File: src/rtl/relay_station_mc.sv
// relay_station_mc: multi-lane first-word fall-through relay station.
// Each lane carries a FIFO stream across LEVEL forward register stages,
// with a matching LEVEL-deep full_n return path. The lane ends in a small
// FIFO whose almost-full threshold leaves room for every word still in
// flight. Per lane, the block also reports occupancy and a sticky overflow
// flag. LEVEL == 0 collapses the whole block to plain wires.
module relay_station_mc #(
    parameter int DATA_WIDTH = 32,
    parameter int CHANNELS   = 1,
    parameter int LEVEL      = 2,
    parameter int DEPTH      = 2,
    localparam int GRACE      = 2 * LEVEL,
    localparam int REAL_DEPTH = DEPTH + GRACE + 4,
    localparam int CNT_W      = $clog2(REAL_DEPTH + 1)
) (
    input  logic                           clk,
    input  logic                           reset,
    input  logic                           if_write_ce,
    input  logic [CHANNELS-1:0]            if_write,
    input  logic [CHANNELS*DATA_WIDTH-1:0] if_din,
    output logic [CHANNELS-1:0]            if_full_n,
    input  logic                           if_read_ce,
    input  logic [CHANNELS-1:0]            if_read,
    output logic [CHANNELS-1:0]            if_empty_n,
    output logic [CHANNELS*DATA_WIDTH-1:0] if_dout,
    output logic [CHANNELS*CNT_W-1:0]      occupancy,
    output logic [CHANNELS-1:0]            overflow,
    input  logic                           overflow_clear
);

    if (LEVEL == 0) begin : g_wire
        assign if_full_n  = if_read;
        assign if_empty_n = if_write;
        assign if_dout    = if_din;
        assign occupancy  = '0;
        assign overflow   = '0;
    end else begin : g_pipe
        localparam int PTR_W = $clog2(REAL_DEPTH);
        localparam logic [CNT_W-1:0] FULL_CNT = CNT_W'(REAL_DEPTH);
        localparam logic [CNT_W-1:0] AF_CNT   = CNT_W'(REAL_DEPTH - 1 - GRACE);
        localparam logic [PTR_W-1:0] LAST_PTR = PTR_W'(REAL_DEPTH - 1);

        for (genvar k = 0; k < CHANNELS; k++) begin : g_lane
            logic                  wr;
            logic                  tail_full_n;
            logic                  push;
            logic                  pop;
            logic                  do_push;
            logic [LEVEL-1:0]      fwd_valid;
            logic [DATA_WIDTH-1:0] fwd_data [LEVEL];
            logic [LEVEL-1:0]      bwd_full_n;
            logic [DATA_WIDTH-1:0] mem [REAL_DEPTH];
            logic [PTR_W-1:0]      rd_ptr;
            logic [PTR_W-1:0]      wr_ptr;
            logic [CNT_W-1:0]      count;
            logic                  ovf;

            assign wr          = if_write[k] & if_write_ce & bwd_full_n[LEVEL-1];
            assign push        = fwd_valid[LEVEL-1];
            assign pop         = if_read[k] & if_read_ce & (count != '0);
            // A push into a full FIFO only lands if the head leaves in the same cycle.
            assign do_push     = push & ((count != FULL_CNT) | pop);
            assign tail_full_n = ~(count >= AF_CNT);

            // Shift the forward valid bits and backward full_n bits one stage per cycle.
            always_ff @(posedge clk or negedge reset) begin
                if (!reset) begin
                    fwd_valid  <= '0;
                    bwd_full_n <= '0;
                end else begin
                    fwd_valid[0]  <= wr;
                    bwd_full_n[0] <= tail_full_n;
                    for (int i = 1; i < LEVEL; i++) begin
                        fwd_valid[i]  <= fwd_valid[i-1];
                        bwd_full_n[i] <= bwd_full_n[i-1];
                    end
                end
            end

            // Payload pipeline and FIFO storage; these are not reset, because the valid bits qualify them.
            always_ff @(posedge clk) begin
                fwd_data[0] <= if_din[k*DATA_WIDTH +: DATA_WIDTH];
                for (int i = 1; i < LEVEL; i++) begin
                    fwd_data[i] <= fwd_data[i-1];
                end
                if (do_push) begin
                    mem[wr_ptr] <= fwd_data[LEVEL-1];
                end
            end

            // Pointers, count and the sticky overflow flag; a new overflow beats a clear.
            always_ff @(posedge clk or negedge reset) begin
                if (!reset) begin
                    rd_ptr <= '0;
                    wr_ptr <= '0;
                    count  <= '0;
                    ovf    <= 1'b0;
                end else begin
                    if (do_push) begin
                        wr_ptr <= (wr_ptr == LAST_PTR) ? '0 : wr_ptr + 1'b1;
                    end
                    if (pop) begin
                        rd_ptr <= (rd_ptr == LAST_PTR) ? '0 : rd_ptr + 1'b1;
                    end
                    if (do_push && !pop) begin
                        count <= count + 1'b1;
                    end else if (pop && !do_push) begin
                        count <= count - 1'b1;
                    end
                    if (push && !do_push) begin
                        ovf <= 1'b1;
                    end else if (overflow_clear) begin
                        ovf <= 1'b0;
                    end
                end
            end

            assign if_full_n[k]                           = bwd_full_n[LEVEL-1];
            assign if_empty_n[k]                          = (count != '0);
            assign if_dout[k*DATA_WIDTH +: DATA_WIDTH]    = mem[rd_ptr];
            assign occupancy[k*CNT_W +: CNT_W]            = count;
            assign overflow[k]                            = ovf;
        end
    end

endmodule

File: config.mk
export PLATFORM = sky130hd
export DESIGN_NAME = relay_station_mc
export DESIGN_NICKNAME = d
export VERILOG_FILES = /design/src/rtl/relay_station_mc.sv
export SDC_FILE = /design/constraint.sdc
export NUM_CORES = 1
export LEC_CHECK = 0
export ABC_CLOCK_PERIOD_IN_PS = 6200
export CORE_MARGIN = 1
export CORE_UTILIZATION = 59
export DETAILED_ROUTE_END_ITERATION = 10
export GPL_TIMING_DRIVEN = 0
export PLACE_DENSITY = 0.9
export SETUP_SLACK_MARGIN = 0.1
export SYNTH_ARGS = -nofsm -noshare
export SYNTH_HDL_FRONTEND = slang
export SYNTH_SLANG_ARGS = --single-unit
export TNS_END_PERCENT = 50
File: constraint.sdc
create_clock -name clk -period 6.2 [get_ports clk]
set_input_delay 1.24 -clock clk [delete_from_list [all_inputs] [get_ports clk]]
set_output_delay 1.24 -clock clk [all_outputs]
set_load 0.1 [all_outputs]
==> reports/results.md <==
| Step | Result | Value |
| --- | --- | --- |
| sta | Crit share post-route | 80.6% |
| clocking | Root Driver | sky130_fd_sc_hd__clkbuf_16 |
| sta | Setup Skew | 0.0176 ns |
| finish | Count of non-filler cells in the finished layout | 1262 |
| finish | Fillers | 1318 |
| die | Die outline area | 25100 µm² |
| sta | Slew margin rel. | 32.8% |
| clocking | Clock tree from TritonCTS | done |
| logic synthesis | Synth warn | 0 |
| sta | RSZ-0062 raised after global routing | false |
| sta | Highest Clock Rate | 0.200 GHz |
| sta | Actual slew at the worst max-slew pin | 1.00 ns |
| die | Number of top-level pins | 78 |
| detailed routing | Total Wirelength | 30.5 mm |
| logic synthesis | Proportion of synthesized flip-flops having asynchronous set or reset | 4.24% |
| finish | Share of final-layout standard cells stronger than drive strength 1 | 19.4% |
| worst setup path | Worst Setup End Kind | primary output |
| clocking | Hold-fix buffers at CTS | 0 |
| outcome | Run status | finished, final reports clean |
| detailed routing | Antenna Nets Post-Route | 0 |
| detailed routing | Drt first-iter violations | 855 |
| detailed routing | Via count | 7646 |
| min path | Source of the worst hold timing path | g_pipe.g_lane[0].fwd_data[0][2] |
| clocking | Clock slew at the register clock pins of the worst setup and hold paths | 0.07 ns |
| power and ir drop | Power Density | 496 nW/µm² |
| grt | Global-route wire length before repair | 46.0 mm |
| clocking | Clock buffers created by TritonCTS | 39 |
| sta | Final count of hold timing violations | 0 |
| logic synthesis | EDFF count, synth | 320 |
| logic synthesis | Synthesized netlist cell count | 771 |
| detailed routing | Residual DRC count | 0 |
| clocking | Number of post-CTS setup repair buffers | 0 |
| grt | Global routing's busiest layer | met2 |
| detailed routing | WL/cell | 24.2 µm |
| clocking | Clock sink count | 401 |
| grt | Pin count of the biggest net entering global routing | 23 |
| finish | Most used cells in the layout excluding fill and tap cells | sky130_fd_sc_hd__edfxtp_1, sky130_fd_sc_hd__clkdlybuf4s50_1, sky130_fd_sc_hd__nand2_1 |
| grt | GR Util met2 | 43.4% |
| die | Die width | 159 µm |
| logic synthesis | Net count of the mapped netlist | 814 |
| min path | Hold Crit Class | flop to flop |
| clocking | Maximum level of the CTS H-tree | 2 |
| clocking | Number of cells upsized or downsized after cts | 0 |
| die | Site row count | 56 |
| logic synthesis | Part of the Yosys area used for sequential elements | 78.3% |
| logic synthesis | Mean area per synthesized cell | 18.8 µm² |
| finish | Number of antenna diodes | 0 |
| power and ir drop | Worst-case vdd ir drop | 0.588 mV |
| sta | Max-slew violations | 0 |
| detailed routing | Via/cell ratio | 6.06 |
| worst setup path | Launch point of the critical path | g_pipe.g_lane[0].rd_ptr[1] |
| logic synthesis | Post-synthesis cell area | 14500 µm² |
| logic synthesis | Number of flip-flops and latches in the synthesized netlist | 401 |
| placed design | Number of buffer cells added on primary ports | 77 |
| logic synthesis | Number of library cell types mapped by synthesis | 42 |
| worst setup path | Classification of the worst setup path | flop to primary output |
| placed design | Detailed-placement wirelength estimate | 19.0 mm |
| grt | M3 GR Usage | 4.55% |
| sta | Count of endpoints failing setup in the final report | 0 |
| worst setup path | R2R Path Start | occupancy[0] |
| detailed routing | Iteration count of the initial detailed-routing pass | 5 |
| die | Vertical extent of the die | 159 µm |
| placed design | GP Congestion | 0.743 |
| worst setup path | Worst path required time | 4.96 ns |
| worst setup path | Critical path fanouts, max | 10 |
| clocking | Buffer levels on the longest clock path | 3 |
| logic synthesis | Primary flip-flop cell chosen by synthesis mapping | sky130_fd_sc_hd__edfxtp_1 |
| finish | Net count, final | 956 |
| grt | Aggregate global-route resource usage | 25.4% |
| die | Placeable core area | 23800 µm² |
| worst setup path | Arrival time at the worst endpoint | 3.76 ns |
| die | Initial Utilization | 60.9% |
| grt | GRT Residual Overflow | 0 |
| sta | WHS | 0.326 ns |
| clocking | Insertion delay to the later sink of the worst-skew pair | 0.52 ns |
| finish | Synthesis-to-layout area growth | 19.5% |
| placed design | Placed Cells | 1191 |
| grt | Met1 Usage GRT | 31.9% |
| grt | Initial antenna violation count | 0 |
| finish | Most common cell after layout, fill and taps aside | sky130_fd_sc_hd__edfxtp_1 |
| sta | Clock period minus worst slack | 5.00 ns |
| grt | Via count of the first global-routing pass | 8047 |
| run | Number of maximum-capacitance constraint violations | 0 |
| worst setup path | Nature of the critical path startpoint | flop |
| power and ir drop | Leak | 6.04 nW |
==> worst max-delay path, cell delays in order, from the launching register on <==
cell	delay (ns)
sky130_fd_sc_hd__dfrtp_1	0.34
sky130_fd_sc_hd__buf_2	0.29
sky130_fd_sc_hd__nor2_1	0.19
sky130_fd_sc_hd__clkbuf_1	0.33
sky130_fd_sc_hd__a221oi_1	0.54
sky130_fd_sc_hd__o21ai_0	0.25
sky130_fd_sc_hd__nand2_1	0.14
sky130_fd_sc_hd__clkdlybuf4s50_1	1.14
==> routing by layer <==
layer,vias to the layer above,wire (µm)
met5,-,0
met4,0,1200
met3,93,2080
met2,351,15600
met1,3905,11600
li1,3297,-
==> cells in the mapped netlist, drive strengths merged, types with 2 or more instances <==
cell type | number | share of area, %
nand2 | 73 | 1.9
or3 | 2 | 0.087
a22o | 2 | 0.12
xnor2 | 5 | 0.30
mux4 | 32 | 5.0
buf | 20 | 1.0
dfrtp | 17 | 2.9
nor2 | 9 | 0.23
inv | 6 | 0.16
a221oi | 32 | 1.9
nor2b | 2 | 0.087
mux2i | 66 | 4.6
nand2b | 2 | 0.087
nand3b | 2 | 0.10
nor3 | 6 | 0.21
ha | 3 | 0.26
nor4 | 3 | 0.13
mux2 | 35 | 2.8
o21ai | 36 | 1.2
dfxtp | 64 | 8.9
a21oi | 2 | 0.069
edfxtp | 320 | 66
and2 | 2 | 0.10
clkbuf | 20 | 0.52
==> power by group <==
part | internal (mW) | switching [mW]
Combinational | 0.941 | 2.20
Clock | 1.36 | 0.974
Sequential | 3.01 | 0.0892
Total | 5.31 | 3.26
==> cells by family (layout without fill, tap and decap cells) <==
| group | count (synthesis) | after routing | share of synthesized area (%) |
|---|---|---|---|
| AOI/OAI and AO/OA | 77 | 77 | 3.79 |
| xor gates and xnor gates | 6 | 6 | 0.363 |
| adders and majority gates | 4 | 4 | 0.398 |
| buffers and inverters | 46 | 218 | 1.72 |
| DFF | 401 | 401 | 78.3 |
| muxes | 133 | 133 | 12.3 |
| and+or+nand+nor | 104 | 104 | 3.15 |
==> final timing paths <==
| kind | slack, ns | to | depth (start not counted) |
|---|---|---|---|
| setup / recovery | 1.20 | if_dout[27] | 7 |
| hold / removal | 0.33 | g_pipe.g_lane[0].fwd_data[0][34] | 0 |
| setup reg to reg | 3.24 | occupancy[3] | 10 |
| hold reg to reg | 0.33 | g_pipe.g_lane[0].fwd_data[0][34] | 0 |
| max in group asynchronous | 4.52 | occupancy[1] | 1 |
| min in group asynchronous | 1.17 | g_pipe.g_lane[0].bwd_full_n[1] | 1 |
==> per-stage QoR <==
step | setup TNS (ns) | worst slack [ns] | power (mW) | instance area [µm²] | util [%]
floorplan | 0 | 0.923 | 5.43 | 14500 | -
global placement | -216.02 | -2.40 | 6.16 | 15600 | 65.8
detailed placement | 0 | 1.92 | 6.27 | 16000 | 67.4
CTS | 0 | 1.28 | 8.59 | 17300 | 72.8
global route | 0 | 1.18 | 8.84 | 17300 | 72.8
finish | 0 | 1.20 | 8.57 | 17300 | 72.8
==> registers in the layout, summed over array words and instances (netlist names) <==
signal and flops:
occupancy 4, overflow 1, g_pipe.g_lane.fwd_data 64, g_pipe.g_lane.fwd_valid 2, g_pipe.g_lane.wr_ptr 4, g_pipe.g_lane.mem 320
g_pipe.g_lane.bwd_full_n 2, g_pipe.g_lane.rd_ptr 4
==> layout make-up <==
class	instances	area, µm²	share of cell area (%)
plain buffers	40	226	1.31
flip-flops and latches	401	11300	65.5
clock inverters	15	143	0.825
well taps	319	399	2.31
repair buffers	101	1080	6.28
multi-input cells	324	2960	17.1
inverters	6	22.5	0.130
clock buffers	56	1130	6.55
(Power assumes the default switching activity.)
